--- config.mk ---
export PLATFORM = sky130hd
export DESIGN_NAME = counter_bank_sc_module
export DESIGN_NICKNAME = d
export VERILOG_FILES = /design/src/rtl/counter_bank_pkg.sv /design/src/rtl/counter_bank_channel.sv /design/src/rtl/counter_bank_sc_module.sv
export SDC_FILE = /design/constraint.sdc
export NUM_CORES = 1
export LEC_CHECK = 0
export ABC_AREA = 1
export CAP_MARGIN = 20
export CELL_PAD_IN_SITES_DETAIL_PLACEMENT = 0
export CELL_PAD_IN_SITES_GLOBAL_PLACEMENT = 1
export CORE_ASPECT_RATIO = 0.6
export CORE_MARGIN = 4
export CORE_UTILIZATION = 40
export CTS_BUF_LIST = sky130_fd_sc_hd__clkbuf_4 sky130_fd_sc_hd__clkbuf_8
export CTS_CLUSTER_SIZE = 14
export DETAILED_ROUTE_END_ITERATION = 6
export GPL_ROUTABILITY_DRIVEN = 1
export PLACE_DENSITY = 0.85
export SYNTH_ARGS = -nofsm -noshare
export SYNTH_HDL_FRONTEND = slang
export SYNTH_SLANG_ARGS = --single-unit
--- constraint.sdc ---
create_clock -name clk -period 5.24 [get_ports clk]
set_input_delay 1.048 -clock clk [delete_from_list [all_inputs] [get_ports clk]]
set_output_delay 1.048 -clock clk [all_outputs]
set_load 0.1 [all_outputs]
--- src/rtl/counter_bank_pkg.sv ---
// counter_bank_pkg
//   Shared types for the counter bank: per-channel counting mode and
//   per-channel FSM state encodings.
package counter_bank_pkg;

    typedef enum logic [1:0] {
        CM_WRAP    = 2'b00,
        CM_SAT     = 2'b01,
        CM_ONESHOT = 2'b10,
        CM_RSVD    = 2'b11   // treated as wrap
    } ch_mode_e;

    typedef enum logic [1:0] {
        CS_IDLE = 2'b00,
        CS_RUN  = 2'b01,
        CS_DONE = 2'b10
    } ch_state_e;

endpackage

--- src/rtl/counter_bank_channel.sv ---
// counter_bank_channel
//   One counter channel: FSM, count register and terminal-count pulse.
//
//   state   | meaning
//   --------+-----------------------------------------------------------
//   IDLE    | count held at 0, waiting for load or enable
//   RUN     | counting on en && tick according to mode
//   DONE    | one-shot reached terminal value; count held, steps ignored
//
// Ports
//   clk, reset        clock, async active-high reset
//   tick              shared prescaler tick
//   en, up, clr, load per-channel controls (clr > load > step)
//   load_val          value loaded on load
//   mode              00 wrap, 01 saturate, 10 one-shot, 11 wrap
//   q, tc, busy       registered count, 1-cycle terminal pulse, RUN flag
module counter_bank_channel
    import counter_bank_pkg::*;
#(
    parameter int WIDTH = 8
) (
    input  logic             clk,
    input  logic             reset,
    input  logic             tick,
    input  logic             en,
    input  logic             up,
    input  logic             clr,
    input  logic             load,
    input  logic [WIDTH-1:0] load_val,
    input  logic [1:0]       mode,
    output logic [WIDTH-1:0] q,
    output logic             tc,
    output logic             busy
);

    ch_state_e        state_q, state_d;
    logic [WIDTH-1:0] cnt_q, cnt_d;
    logic             tc_q, tc_d;

    logic [WIDTH-1:0] term;
    logic [WIDTH-1:0] stepped;
    ch_mode_e         mode_e;

    always_comb begin
        // Terminal value follows the live direction input.
        term    = up ? {WIDTH{1'b1}} : {WIDTH{1'b0}};
        stepped = up ? cnt_q + WIDTH'(1) : cnt_q - WIDTH'(1);
        mode_e  = ch_mode_e'(mode);

        state_d = state_q;
        cnt_d   = cnt_q;
        tc_d    = 1'b0;

        if (clr) begin
            state_d = CS_IDLE;
            cnt_d   = '0;
        end else if (load) begin
            state_d = CS_RUN;
            cnt_d   = load_val;
        end else begin
            case (state_q)
                CS_IDLE: begin
                    cnt_d = '0;
                    // Entering RUN via enable does not step on the same edge.
                    if (en) begin
                        state_d = CS_RUN;
                    end
                end
                CS_RUN: begin
                    if (en && tick) begin
                        case (mode_e)
                            CM_SAT: begin
                                // Holding at the terminal value is not a new arrival.
                                if (cnt_q != term) begin
                                    cnt_d = stepped;
                                    tc_d  = (stepped == term);
                                end
                            end
                            CM_ONESHOT: begin
                                cnt_d = stepped;
                                if (stepped == term) begin
                                    tc_d    = 1'b1;
                                    state_d = CS_DONE;
                                end
                            end
                            default: begin
                                cnt_d = stepped;
                                tc_d  = (stepped == term);
                            end
                        endcase
                    end
                end
                CS_DONE: begin
                    state_d = CS_DONE;
                end
                default: begin
                    state_d = CS_IDLE;
                    cnt_d   = '0;
                end
            endcase
        end
    end

    always_ff @(posedge clk or posedge reset) begin
        if (reset) begin
            state_q <= CS_IDLE;
            cnt_q   <= '0;
            tc_q    <= 1'b0;
        end else begin
            state_q <= state_d;
            cnt_q   <= cnt_d;
            tc_q    <= tc_d;
        end
    end

    assign q    = cnt_q;
    assign tc   = tc_q;
    assign busy = (state_q == CS_RUN);

endmodule

--- src/rtl/counter_bank_sc_module.sv ---
// counter_bank_sc_module
//   Bank of NUM_CH independent programmable counters sharing one prescaler.
//
// Ports
//   clk, reset   clock, async active-high reset
//   div          prescaler divide: tick every div+1 cycles
//   en, up       per-channel enable and direction
//   clr, load    per-channel synchronous clear and load strobe
//   load_val     load values, channel i at [i*WIDTH +: WIDTH]
//   mode         per-channel mode, channel i at [2*i +: 2]
//   q            registered counts, channel i at [i*WIDTH +: WIDTH]
//   tc, busy     per-channel terminal-count pulse and RUN flag
module counter_bank_sc_module
    import counter_bank_pkg::*;
#(
    parameter int NUM_CH     = 4,
    parameter int WIDTH      = 8,
    parameter int PRESCALE_W = 8
) (
    input  logic                    clk,
    input  logic                    reset,
    input  logic [PRESCALE_W-1:0]   div,
    input  logic [NUM_CH-1:0]       en,
    input  logic [NUM_CH-1:0]       up,
    input  logic [NUM_CH-1:0]       clr,
    input  logic [NUM_CH-1:0]       load,
    input  logic [NUM_CH*WIDTH-1:0] load_val,
    input  logic [2*NUM_CH-1:0]     mode,
    output logic [NUM_CH*WIDTH-1:0] q,
    output logic [NUM_CH-1:0]       tc,
    output logic [NUM_CH-1:0]       busy
);

    logic [PRESCALE_W-1:0] pre_cnt_q, pre_cnt_d;
    logic                  tick;

    // >= rather than == so lowering div below the running count ticks at once.
    always_comb begin
        tick      = (pre_cnt_q >= div);
        pre_cnt_d = tick ? '0 : pre_cnt_q + PRESCALE_W'(1);
    end

    always_ff @(posedge clk or posedge reset) begin
        if (reset) begin
            pre_cnt_q <= '0;
        end else begin
            pre_cnt_q <= pre_cnt_d;
        end
    end

    for (genvar i = 0; i < NUM_CH; i++) begin : g_ch
        counter_bank_channel #(
            .WIDTH (WIDTH)
        ) u_ch (
            .clk      (clk),
            .reset    (reset),
            .tick     (tick),
            .en       (en[i]),
            .up       (up[i]),
            .clr      (clr[i]),
            .load     (load[i]),
            .load_val (load_val[i*WIDTH +: WIDTH]),
            .mode     (mode[2*i +: 2]),
            .q        (q[i*WIDTH +: WIDTH]),
            .tc       (tc[i]),
            .busy     (busy[i])
        );
    end

endmodule

==> impl_metrics.yaml <==
placement:
  finalWeightedCongestion: 0.903
  numPortBuffers: 105
  place.detailed.hpwl_mm: 12.0
  placed_cells_incl_taps: 1063
synthesis:
  synth.ff_latch_count: 52
  compound_gate_fraction_of_synth_area_pct: 7.63
  synthesis.yosys.warnings: 0
  post_synth_mux_area_share_pct: 0
  arithmetic_cell_share_of_the_synthesized_area_counting_full_adders_half_adders_and_majority_gates_pct: 13.3
  yosysUniqueCellTypes: 32
  synth_top_family_by_area: "simple AND/OR/NAND/NOR gates"
  synthCells: 806
  synth.net_count: 925
  synth_area_per_cell_um2: 6.47
  synth_seq_area_share_pct: 24.9
  post_synth_xor_area_fraction_pct: 1.82
  cell_area_after_synthesis_um2: 5220
  yosys.area_share.simple_pct: 42.4
clock_tree:
  gates_resized_cts_repair: 0
  clock_latency_ps: 320
  max-clock-path-buffers: 2
  tritoncts: "built"
  clk_root_buffer_cell: "sky130_fd_sc_hd__clkbuf_8"
  hold_buffers: 0
  htree_levels: 2
  clk_pin_slew_worst_paths_ps: 100
  cts_setup_buffers: 0
  cts_sinks: 52
  cts_buffers: 5
power_and_ir_drop:
  power.share.clock_pct: 16.8
  power.ir.vdd_worst_v: 0.000134
  combinationalPowerShare_pct: 54.5
  netSwitchingPower_mw: 0.896
  p_sw_share_pct: 48.8
  power.share.sequential_pct: 28.7
  cellPowerDensity_nw_per_um2: 283
  total_leakage_power_nw: 3.40
  internal-power_mw: 0.940
routing:
  detailedRoute.firstIterationViolations: 339
  wirelength_per_cell_um: 13.7
  via_per_inst: 5.03
  drc: 0
  routed-via-count: 5386
  drt.antenna.violating_nets: 0
  drt-total-wl_mm: 14.7
  detail_route.first_pass.iterations: 5
cells_and_area:
  most_common_library_cell_in_the_layout_ignoring_fill_and_taps: "sky130_fd_sc_hd__nand2_1"
  final_cell_mix: "266 x sky130_fd_sc_hd__nand2_1, 108 x sky130_fd_sc_hd__nand3_1, 107 x sky130_fd_sc_hd__inv_1"
  layout_cell_share_with_drive_strength_beyond_1_pct: 4.97
  final-instance-count-excl-fill: 1071
  antennaDiodeCount: 0
  final.fill_count: 1266
  synthToLayoutAreaGrowth_pct: 24.4
  post_layout_net_count: 1024
sta:
  slew_headroom_pct: 33.2
  layout_min_cycle_time_ps: 3410
  final.setup.tns_ps: 0
  finalHoldViolations: 0
  final_max_tran_viols: 0
  period_share_pct: 65.1
  maxClockFrequency_mhz: 293
  worst_slew_pin_slew_ps: 999
  timing.clock.skew_ps: 3.85
  setup_repair_after_global_routing_missed_its_margin: "false"
  setup-violations-final: 0
floorplan:
  chip_width_um: 155
  initial_utilization_pct: 42.0
  core_region_area_um2: 12400
  die_area_um2: 15000
  std_cell_rows: 31
  die_height_um: 96.5
  ioPinCount: 106
setup_path:
  setup.worst_path.class: "in -> reg"
  endpoint_kind: "flop"
  crit_path_start_kind: "input port"
  timing.critical_path.fanout_max: 11
  critical_path_required_ps: 5490
  worstPathArrival_ps: 3660
grt:
  busiest_layer: "met1"
  grtUsageMet3_pct: 3.16
  grtUsageMet1_pct: 30.5
  pin_count_of_the_biggest_net_entering_global_routing: 53
  wire_length_of_the_first_global_routing_pass_mm: 24.4
  global_route.usage.met2_pct: 30.2
  antenna_found_initial: 0
  grt_pass1_vias: 5046
  grt_overflow_total: 0
  groute.usage.overall_pct: 19.9
hold_path:
  class_of_the_tightest_hold_or_removal_check: "reg -> reg"
outcome:
  outcome: "finished clean"
job:
  drv_cap: 0
==> cell usage after synthesis, drive strengths merged <==
master | number | area, um^2
a21oi | 26 | 130
nor4b | 1 | 15.0
inv | 108 | 405
buf | 14 | 114
or2 | 8 | 60.1
xnor2 | 3 | 26.3
fa | 4 | 80.1
nand4 | 3 | 18.8
xor2 | 7 | 68.8
nor4 | 1 | 6.26
and3 | 2 | 12.5
nor3b | 2 | 15.0
o21ai | 34 | 193
dfrtp | 52 | 1300
ha | 49 | 613
nand3b | 6 | 52.6
o21a | 1 | 7.51
nor2 | 67 | 254
nand3 | 118 | 641
a22oi | 9 | 67.6
nor3 | 15 | 75.1
nand2 | 276 | 1060
==> metal layers <==
layer	vias to the layer above	share of wire, %
met5	-	0
met4	0	0.39
met3	7	5.6
met2	143	39
met1	2446	55
li1	2790	-
==> registers in the layout (all words and copies together), names as in the netlist <==
name / count
g_ch.u_ch.state_q: 8
pre_cnt_q: 8
g_ch.u_ch.q: 32
g_ch.u_ch.tc: 4
==> power groups by stage <==
| stage | sequential [mW] | clock, mW | combinational, mW |
|---|---|---|---|
| after CTS | 0.527 | 0.320 | 0.997 |
| after detailed placement | 0.534 | 0 | 0.993 |
| after floorplan | 0.710 | 0 | 0.560 |
| final | 0.527 | 0.309 | 1.00 |
| after global routing | 0.537 | 0.339 | 1.11 |
| after global placement | 0.533 | 0 | 0.977 |
==> final timing paths <==
check | to | slack, ps | cells past startpoint | start
min in group asynchronous | g_ch[0].u_ch.tc$_DFF_PP0_ | 1220 | 3 | reset
setup / recovery | g_ch[1].u_ch.q[0]$_DFFE_PP0P_ | 1830 | 11 | up[1]
setup reg to reg | g_ch[1].u_ch.q[0]$_DFFE_PP0P_ | 2840 | 9 | pre_cnt_q[7]$_DFF_PP0_
hold / removal | pre_cnt_q[0]$_DFF_PP0_ | 520 | 1 | pre_cnt_q[0]$_DFF_PP0_
hold reg to reg | pre_cnt_q[0]$_DFF_PP0_ | 520 | 1 | pre_cnt_q[0]$_DFF_PP0_
max in group asynchronous | g_ch[2].u_ch.q[0]$_DFFE_PP0P_ | 3540 | 3 | reset
==> per-stage QoR <==
step	total power [mW]	hold WS, ps	utilization, %	setup slack (ps)	instance area, um^2
5_1_grt	1.99	567	52.3	1610	6490
6_report	1.84	524	52.3	1830	6490
3_3_place_gp	1.51	500	51.3	1620	6370
4_1_cts	1.84	520	52.3	1870	6490
3_5_place_dp	1.53	505	51.3	1520	6370
2_1_floorplan	1.27	450	-	2610	5220
==> critical path: stages <==
cell                              delay, ps
sky130_fd_sc_hd__clkdlybuf4s50_1        630
sky130_fd_sc_hd__inv_1                  240
sky130_fd_sc_hd__ha_1                   450
sky130_fd_sc_hd__nand2_1                110
sky130_fd_sc_hd__nor4_1                 260
sky130_fd_sc_hd__nand3_1                110
sky130_fd_sc_hd__nand3_1                120
sky130_fd_sc_hd__nand2_2                120
sky130_fd_sc_hd__nand2_1                360
sky130_fd_sc_hd__nand2_1                120
sky130_fd_sc_hd__o21ai_2                 80
==> logic make-up after synthesis <==
group	Yosys count
AND/OR/NAND/NOR	499
buffers and inverters	122
XOR/XNOR	10
AO/OA/AOI/OAI	70
flip-flops	52
adder cells (fa/ha/maj)	53
==> area by class of cell <==
| class | count | area, um^2 | share of cell area [%] |
|---|---|---|---|
| multi-input cells | 632 | 3400 | 52.3 |
| repair buffers | 106 | 1060 | 16.3 |
| flip-flops and latches | 52 | 1300 | 20.1 |
| inverters | 108 | 405 | 6.25 |
| clock inverters | 2 | 38.8 | 0.598 |
| well taps | 165 | 206 | 3.18 |
| clock buffers | 6 | 82.6 | 1.27 |
No activity file was read; power rests on OpenSTA's default activity.
